### src/rtl/i2s_rx.sv
// ---------------------------------------------------------------------------
// i2s_rx
// Deserialises an oversampled I2S stream (SCK/WS/SD, asynchronous to clk)
// into signed left/right sample pairs and presents each pair to the next
// stage with a VALID/READY handshake.
//
// Optional build macro:
//   I2S_RX_MONO_EN - when defined, each pair is replaced by the mono
//                    average (floor((L+R)/2)), driven on both OUT_L and OUT_R.
//
// Ports:
//   clk      system clock, at least 8x the SCK frequency
//   rst_n    synchronous active-low reset
//   SCK      I2S bit clock (asynchronous)
//   WS       I2S word select, 0 = left, 1 = right (asynchronous)
//   SD       I2S serial data, MSB first (asynchronous)
//   READY    downstream accepts the pair when VALID && READY at posedge clk
//   OUT_L    left sample (or mono average)
//   OUT_R    right sample (or mono average)
//   VALID    OUT_L/OUT_R hold a pair not yet accepted
//   OVERRUN  sticky flag: a completed pair was dropped
// ---------------------------------------------------------------------------
module i2s_rx #(
  parameter int unsigned WIDTH = 16
) (
  input  logic             clk,
  input  logic             rst_n,
  input  logic             SCK,
  input  logic             WS,
  input  logic             SD,
  input  logic             READY,
  output logic [WIDTH-1:0] OUT_L,
  output logic [WIDTH-1:0] OUT_R,
  output logic             VALID,
  output logic             OVERRUN
);

  // Counter must be able to hold WIDTH itself (the "word full" state).
  localparam int unsigned CNT_W = $clog2(WIDTH + 1);
  localparam logic [WIDTH-1:0] MSB_MASK = {1'b1, {(WIDTH-1){1'b0}}};

  // -------------------------------------------------------------------------
  // Input synchronisers and SCK edge-detect state
  // -------------------------------------------------------------------------
  logic sck_s1, sck_s2, sck_d;
  logic ws_s1, ws_s2;
  logic sd_s1, sd_s2;

  // -------------------------------------------------------------------------
  // Deserialiser state
  // -------------------------------------------------------------------------
  logic [WIDTH-1:0] shreg;
  logic [CNT_W-1:0] cnt;
  logic             ws_q;
  logic             armed;

  // Word handed from the deserialiser to the pairing stage.
  logic             commit_q;
  logic             commit_right;
  logic [WIDTH-1:0] commit_word;

  // -------------------------------------------------------------------------
  // Pairing state
  // -------------------------------------------------------------------------
  logic [WIDTH-1:0] left_hold;
  logic             left_held;

  // -------------------------------------------------------------------------
  // Combinational helpers
  // -------------------------------------------------------------------------
  logic             bit_evt_c;
  logic             boundary_c;
  logic             cnt_room_c;
  logic [WIDTH-1:0] word_c;
  logic             pair_c;
  logic             pair_load_c;
  logic             pair_drop_c;
  logic [WIDTH-1:0] out_l_c;
  logic [WIDTH-1:0] out_r_c;

  // Rising SCK after synchronisation marks one bit slot.
  assign bit_evt_c  = sck_s2 & ~sck_d;
  assign boundary_c = bit_evt_c & (ws_s2 != ws_q);
  assign cnt_room_c = (cnt < CNT_W'(WIDTH));

  // Shift register with the current bit merged in; bits past WIDTH are dropped.
  always_comb begin
    word_c = shreg;
    if (cnt_room_c && sd_s2) begin
      word_c = shreg | (MSB_MASK >> cnt);
    end
  end

  // A right word closes a pair only if a left word is waiting for it.
  assign pair_c      = commit_q & commit_right & left_held;
  assign pair_load_c = pair_c & (~VALID | READY);
  assign pair_drop_c = pair_c & VALID & ~READY;

`ifdef I2S_RX_MONO_EN
  // Mono average: sign-extend by one bit so the sum cannot overflow.
  logic signed [WIDTH:0] sum_c;
  always_comb begin
    sum_c   = $signed({left_hold[WIDTH-1], left_hold})
            + $signed({commit_word[WIDTH-1], commit_word});
    out_l_c = WIDTH'(sum_c >>> 1);
    out_r_c = out_l_c;
  end
`else
  always_comb begin
    out_l_c = left_hold;
    out_r_c = commit_word;
  end
`endif

  // -------------------------------------------------------------------------
  // Synchronisers: 2 flops per line, third SCK flop for edge detection
  // -------------------------------------------------------------------------
  always_ff @(posedge clk) begin
    if (!rst_n) begin
      sck_s1 <= 1'b0;
      sck_s2 <= 1'b0;
      sck_d  <= 1'b0;
      ws_s1  <= 1'b0;
      ws_s2  <= 1'b0;
      sd_s1  <= 1'b0;
      sd_s2  <= 1'b0;
    end else begin
      sck_s1 <= SCK;
      sck_s2 <= sck_s1;
      sck_d  <= sck_s2;
      ws_s1  <= WS;
      ws_s2  <= ws_s1;
      sd_s1  <= SD;
      sd_s2  <= sd_s1;
    end
  end

  // -------------------------------------------------------------------------
  // Deserialiser: collects bits MSB first; a WS change means this slot is
  // the LSB of the outgoing word (I2S one-bit delay), so the word is
  // committed including the current bit.
  // -------------------------------------------------------------------------
  always_ff @(posedge clk) begin
    if (!rst_n) begin
      shreg        <= '0;
      cnt          <= '0;
      ws_q         <= 1'b0;
      armed        <= 1'b0;
      commit_q     <= 1'b0;
      commit_right <= 1'b0;
      commit_word  <= '0;
    end else begin
      commit_q <= 1'b0;
      if (boundary_c) begin
        // Words ending before the first boundary are partial: never commit.
        commit_q     <= armed;
        commit_right <= ws_q;
        commit_word  <= word_c;
        armed        <= 1'b1;
        cnt          <= '0;
        shreg        <= '0;
        ws_q         <= ws_s2;
      end else if (bit_evt_c) begin
        shreg <= word_c;
        if (cnt_room_c) begin
          cnt <= cnt + CNT_W'(1);
        end
      end
    end
  end

  // -------------------------------------------------------------------------
  // Pairing and output handshake
  // -------------------------------------------------------------------------
  always_ff @(posedge clk) begin
    if (!rst_n) begin
      left_hold <= '0;
      left_held <= 1'b0;
      OUT_L     <= '0;
      OUT_R     <= '0;
      VALID     <= 1'b0;
      OVERRUN   <= 1'b0;
    end else begin
      if (commit_q && !commit_right) begin
        left_hold <= commit_word;
        left_held <= 1'b1;
      end

      // Left word is consumed whether the pair is loaded or dropped.
      if (pair_c) begin
        left_held <= 1'b0;
      end

      if (pair_load_c) begin
        OUT_L <= out_l_c;
        OUT_R <= out_r_c;
        VALID <= 1'b1;
      end else if (VALID && READY) begin
        VALID <= 1'b0;
      end

      if (pair_drop_c) begin
        OVERRUN <= 1'b1;
      end
    end
  end

endmodule

### config.mk
export PLATFORM = sky130hd
export DESIGN_NAME = i2s_rx
export DESIGN_NICKNAME = d
export VERILOG_FILES = /design/src/rtl/i2s_rx.sv
export SDC_FILE = /design/constraint.sdc
export NUM_CORES = 1
export LEC_CHECK = 0
export ABC_AREA = 0
export CAP_MARGIN = 40
export CORE_MARGIN = 2
export CORE_UTILIZATION = 42
export CTS_CLUSTER_DIAMETER = 200
export DETAILED_ROUTE_END_ITERATION = 10
export GPL_ROUTABILITY_DRIVEN = 0
export PLACE_DENSITY = 0.67
export SYNTH_ARGS = -nofsm -noshare
export SYNTH_HDL_FRONTEND = slang
export SYNTH_SLANG_ARGS = --single-unit
export TNS_END_PERCENT = 30
### constraint.sdc
create_clock -name clk -period 1.1 [get_ports clk]
set_input_delay 0.22 -clock clk [delete_from_list [all_inputs] [get_ports clk]]
set_output_delay 0.22 -clock clk [all_outputs]
set_load 0.01 [all_outputs]
======== Yosys cells after proc, flatten, opt, wreduce, memory -nomap -nowiden ========
Cells that the tools add are included.
word-level totals
  input bits .............................. 6
  word-level logic and storage cells ...... 49
  flip-flop bits (word level) ............. 99
operators by class
  shift operators ......................... 1
  magnitude comparators ................... 1
  multiplexer cells ....................... 3
  reductions and logical operators ........ 9
  bitwise operators ....................... 13
  add/subtract/negate cells ............... 1
  eq/ne operators ......................... 1
operators with widths
  operator                 number
  $mux W16                 1
  $or A16 B16 Y16          1
  $shr A16 B5 Y16 const A  1
  $and A1 B1 Y1            7
  $add A5 B1 Y5 const B    1
  $lt A5 B5 Y1 const B     1
  $not A1 Y1               4
  $reduce_and A2 Y1        2
  $reduce_or A2 Y1         2
  $logic_and A1 B1 Y1      3
  $mux W1                  2
  $reduce_bool A2 Y1       1
  $logic_not A1 Y1         1
  $ne A1 B1 Y1             1
  $or A1 B1 Y1             1

======== Depth between registers and ports, before layout ========
  word-level depth ........................ 4
  depth in mapped cells ................... 5
  mapped depth without buffers ............ 4

======== Worst setup path after synthesis ========
OpenSTA, ideal clock, no wires.
  path type ............................... reg2reg
  start ................................... register VALID
  end ..................................... register OUT_L[0]
  arrival time ............................ 1.103 ns
  setup time .............................. 0.070 ns
  setup slack ............................. -0.073 ns
  stages on the path, launching flop included .. 5
  cells stage by stage .................... dfxtp_1 > nor2b_1 > clkbuf_1 > o21ai_0 > a21boi_1
on the way
  cells in the longest elaborated chain, start to end .. 3
ends and longest elaborated chain
  item                    RTL line  RTL
  start, declared         34        output logic VALID,
  start signal, assigned  181       VALID <= 1'b0;
  start signal, assigned  197       VALID <= 1'b1;
  start signal, assigned  199       VALID <= 1'b0;
  $not A1 Y1              96        assign pair_load_c = pair_c & (~VALID | READY);
  $or A1 B1 Y1            96
  $and A1 B1 Y1           96
  end signal, assigned    195       OUT_L <= out_l_c;
  end, declared           32        output logic [WIDTH-1:0] OUT_L,
No other way between the ends.
A chain may end at the register's enable or synchronous reset.

======== Worst setup path after layout ========
  start ................................... register cnt[0]
  end ..................................... register commit_word[4]
on the way
  cells in the longest elaborated chain, start to end .. 3
  elaborated cells on any way between the ends .. 5
ends and longest elaborated chain
  item                                                    RTL line  RTL
  start, declared                                         53        logic [CNT_W-1:0] cnt;
  start signal, assigned                                  166       cnt <= cnt + CNT_W'(1);
  $shr A16 B5 Y16 or $lt A5 B5 Y1 (tied branches)         90, 84
  $or A16 B16 Y16 or $logic_and A1 B1 Y1 (tied branches)  90, 89
  $mux W16 *                                              89        if (cnt_room_c && sd_s2) begin
  end signal, assigned                                    158       commit_word <= word_c;
  end, declared                                           60        logic [WIDTH-1:0] commit_word;
Every way passes the cells marked *; elsewhere a longest branch is shown, timed or not.

==> flow_summary_export.csv <==
group,metric,value,unit
sta,rsz0062_at_grt,"yes",
clock_tree,cts-htree-levels,3,
logic_synthesis,ys_seq_elements,99,
routing,routedWlPerCell,15.5,um
sta,setup_viol,39,
logic_synthesis,synth.distinct_cells,39,
hold_path,min_path_type,"in2reg",
pwr,ir_worst_vdd,683,uV
pwr,powerDensity,1280,mW/mm^2
setup_path,cp-end-kind,"flop",
sta,fin_ws,-147,ps
clock_tree,cts_buffers,9,
logic_synthesis,netlist_top_cells_area,"dfxtp_1, a21boi_1, nand3_1, o21ai_0, o2bb2ai_2",
setup_path,cp_max_fo,5,
sta,finalCritPeriodShare,113,%
setup_path,cp_cell_sequence,"ha_2 > ha_1 > a21oi_1 > o2bb2ai_2",
sta,fin_worst_skew,12.0,ps
routing,drt-vias-per-instance,5.34,
layout,nFillCells,804,
setup_path,path_depth,4,
routing,vias,3031,
place,portBuffers,39,
clock_tree,cts_hold_buf,0,
die,io_pins,40,
hold_path,hold_depth,2,
die,die_w,100,um
layout,n_antenna_cell,0,
layout,mostFrequentLayoutCells,"dfxtp_1, a21boi_1, dfxtp_2",
setup_path,cp_top_family,"adder cells",
global_route,grt_pass1_vias,2869,
global_route,antenna_found_initial,0,
logic_synthesis,synth_seq_area_share,50.9,%
layout,ff_latch_area,0.00204,sq mm
logic_synthesis,yosys.area.top_type,"dfxtp_1",
hold_path,whs_endpoint,"armed",
global_route,grt_start_max_net_pins,34,
setup_path,path_class,"reg2reg",
setup_path,r2r-end,"commit_word[4]",
routing,drc_errors,0,
die,core_area,0.00911,sq mm
clock_tree,cts_tree,"built",
setup_path,path_buf_inv,0,
logic_synthesis,synth_top_area_share,50.9,%
routing,drtIter0Drc,107,
setup_path,slowest_delay,350,ps
clock_tree,clkLatencyLatePin,360,ps
sta,min_period,1250,ps
layout,areaGrowthSynthToFinish,27.7,%
logic_synthesis,syn_avg_cell_area,9.61,sq um
logic_synthesis,yosys_warnings,0,
hold_path,min_from,"rst_n",
place,hpwlAfterDp,5490,um
sta,worst_pin_slew,336,ps
clock_tree,cts-root-buf,"clkbuf_8",
global_route,grtUsageTotal,17.6,%
setup_path,cp.arrival,1490,ps
layout,multi_input_area,0.00190,sq mm
setup_path,worst_setup_path_start_kind,"flop",
sta,hold_viol_final,0,
setup_path,r2r-start,"cnt[0]",
die,die_area,0.0101,sq mm
sta,fmax,0.802,GHz
clock_tree,clock-sinks,99,
run,cap_violations,0,
setup_path,crit_required,1350,ps
routing,ant_nets,0,
pwr,leakage,1.84,nW
layout,drive_gt1_share,37.9,%
sta,slew_headroom,77.6,%
die,start_util,42.7,%
status,status,"complete, but fails checks",
clock_tree,clk_pin_slew,90,ps
setup_path,cpMaxStageDelayCell,"dfxtp_2",
logic_synthesis,synthFlopType,"dfxtp_1",
status,violations,"negative setup slack",
routing,first_pass_iters,4,
sta,drv_slew,0,
place,place_ws,-400,ps
layout,nets,466,
layout,fin_util,54.6,%
die,row_count,35,
clock_tree,clk_path_buf_depth,2,
global_route,overflow,0,
routing,route.final.wire_length,8780,um
logic_synthesis,syn_nets,417,
logic_synthesis,syn_area,0.00389,sq mm
logic_synthesis,synth_cells,405,
setup_path,r2r_slack,-150,ps
global_route,grt_first_pass_wirelength,14100,um
layout,final_common_cell,"dfxtp_1",
sta,fin_setup_tns,-3670,ps
logic_synthesis,synth-edff-count,0,
die,fp.dieH,100,um
setup_path,r2r.worst_path.cells,4,
logic_synthesis,synthArstFlopShare,0,%
==> state kept, by name, indices dropped and copies added (netlist names), 5 cells and up <==
| signal | cells |
|---|---|
| OUT_L | 16 |
| OUT_R | 16 |
| commit_word | 16 |
| left_hold | 16 |
| shreg | 16 |
| cnt | 5 |
==> Yosys cell counts, types with 4 or more instances <==
master	number
a21oi_1	19
nand2_1	34
o2bb2ai_2	9
nand3_1	33
buf_2	19
nor2b_1	4
a21boi_1	49
o2bb2ai_1	8
o21ai_0	33
a31oi_1	16
clkbuf_1	15
ha_1	6
dfxtp_1	99
and2_1	7
nor2_1	20
inv_1	5
==> report_power, final <==
part / leakage [nW] / switching (W) / total (W) / internal [W]
Clock: 0.0988 / 0.00120 / 0.00246 / 0.00127
Combinational: 0.919 / 0.000143 / 0.000314 / 0.000171
Sequential: 0.821 / 0.0000182 / 0.00361 / 0.00359
==> cell families after synthesis <==
kind of cell,share of synthesized area [%]
AO/OA/AOI/OAI,25.8
AND/OR/NAND/NOR,15.4
flip-flops,50.9
buffers and inverters,5.33
adder cells (fa/ha/maj),1.93
XOR/XNOR,0.643
==> layer usage <==
| metal | wire length [um] | share of wire, % | GRT usage, % |
|---|---|---|---|
| met1 | 3950 | 45 | 22.8 |
| met2 | 4410 | 50 | 29.2 |
| met3 | 289 | 3.3 | 3.76 |
| met4 | 121 | 1.4 | 5.69 |
| met5 | 0 | 0 | 0 |
==> worst max-delay path by stage <==
stage,to,slack [ps],from
2_1_floorplan,commit_word[5],-40,sck_d
3_3_place_gp,commit_word[5],-350,rst_n
3_5_place_dp,commit_word[2],-400,rst_n
4_1_cts,commit_word[6],-130,ws_s2
5_1_grt,commit_word[4],-210,cnt[0]
6_report,commit_word[4],-150,cnt[0]
==> area by class of cell <==
cell class	count	share of cell area, %
inverters	5	0.377
clock inverters	4	1.53
clock buffers	10	2.57
well taps	111	2.79
multi-input cells	264	38.1
flip-flops and latches	99	41.1
repair buffers	75	13.5
==> per-stage QoR <==
| step | hold slack [ps] | power (W) | cells | instance area (sq um) |
|---|---|---|---|---|
| 6_report | 250 | 0.00639 | 568 | 4970 |
| 5_1_grt | 249 | 0.00664 | 568 | 4970 |
| 4_1_cts | 422 | 0.00642 | 566 | 4820 |
| 3_5_place_dp | 422 | 0.00394 | 548 | 4580 |
| 3_3_place_gp | 414 | 0.00393 | 548 | 4580 |
| 2_1_floorplan | 347 | 0.00385 | 405 | 3920 |
==> repair_timing <==
item,CTS,global route
buffers inserted,2,1
resized for setup,197,38
pin swaps,12,4
cloned,2,1
endpoints found under the setup margin,122,90
No activity file was read; power rests on OpenSTA's default activity.
==> edit: new RTL, same flow settings <==
The parameter `WIDTH` goes from 16 to 64.
--- a/src/rtl/i2s_rx.sv
+++ b/src/rtl/i2s_rx.sv
@@ -23,3 +23,3 @@
 module i2s_rx #(
-  parameter int unsigned WIDTH = 16
+  parameter int unsigned WIDTH = 64
 ) (
Interface: changed (resized OUT_L and OUT_R); port bits go from 40 to 136. The function was not compared with the original's and may differ.
==> edit against the original RTL <==
Cell area rose to 4.1 times the old value; the flow still finishes with violations (negative setup slack); largest cell class unchanged; wire length grew to 5.8 times the old value; first-iteration DRC count rose to 15 times the old value; synthesized area increased to 3.3 times the old value; final cell count rose to 3.7 times the old value; total power rose to 4.1 times the old value; sequential cell count increased by 242; worst setup slack got worse by 470 ps; sequential power increased to 3.4 times the old value; clock skew up 13 ps; sequential share of layout area decreased by 6.3 points; combinational power rose to 3.2 times the old value.
==> edit: results (changes against the original RTL) <==
The number of clock buffer instances in the layout came out at 49 (was 10). The share of total power consumed by net switching came to 0.217 (was 0.213). Outcome: complete, but fails checks (unchanged).

The sequential share of power was 0.471 (was 0.565). The first-pass GRT wire length came out at 58.1 mm (was 14.1 mm). The number of CTS-inserted buffers came to 35 (was 9). Violated checks: negative setup slack (unchanged). The post-placement setup slack is -573 ps (was -400 ps). The end point of the critical path is left_hold[63]$_SDFFE_PN0P_ (was commit_word[4]$_SDFFE_PN0P_).

The final worst setup slack is -613 ps (was -147 ps). The final setup violation count was 462 (was 39). The number of sequential cells is 341 (was 99). The distinct cell type count after synthesis came out at 44 (was 39). The layout filler cell count was 2083 (was 804). The overall power after layout is 26.2 mW (was 6.39 mW). The kind of cell adding the most delay to the critical path is buffers and inverters (was adder cells). The layout buffering overhead excluding clock cells came out at 0.226 (was 0.135). The maximum clock path buffer count is 3 (was 2). The clock tree skew after final layout came out at 24.7 ps (was 12.0 ps).

The cell at the root of the clock tree was clkbuf_16 (was clkbuf_8). The reported combinational group power came out at 1.02 mW (was 0.314 mW). The buffer count from post-CTS setup fixing came out at 16 (was 2). The total of cells resized after clock tree synthesis came out at 797 (was 197). The sequential cell area is 7020 µm² (was 2040 µm²). Dominant cells by area after synthesis: dfxtp_1 (53%), a21boi_0 (11%), nand3_1 (5.1%) (was dfxtp_1 (51%), a21boi_1 (9.4%), nand3_1 (4.2%)). The number of placed instances with taps included is 1904 (was 548). The later-pin clock latency in the skew report came out at 530 ps (was 360 ps).
edit: changes by cell type after synthesis, moves of 82 or more:
cell,delta
clkbuf_1,+82
nand3_1,+99
dfxtp_1,+242
o21ai_0,+98
nand2_1,+100
a21boi_0,+183
edit: cell families (layout without fill, tap and decap cells):
kind of cell | count (synthesis) | count (layout) | synth area share
multiplexers | 1 | 1 | 0.000776
AND/OR/NAND/NOR | 384 | 387 | 0.141
buffers and inverters | 159 | 416 | 0.0513
XOR/XNOR | 2 | 2 | 0.00136
flip-flops | 341 | 341 | 0.529
adder cells (fa/ha/maj) | 6 | 6 | 0.00582
other | 0 | 1 | 0
AO/OA/AOI/OAI | 529 | 529 | 0.271
edit: routing by layer:
layer / part of all wire / track usage / vias up / routed length [µm]
met3: 0.090 / 0.0373 / 226 / 4580
met1: 0.38 / 0.318 / 6279 / 19600
met2: 0.46 / 0.362 / 837 / 23700
li1: - / - / 5551 / -
met4: 0.063 / 0.0739 / 0 / 3210
met5: 0 / 0 / - / 0
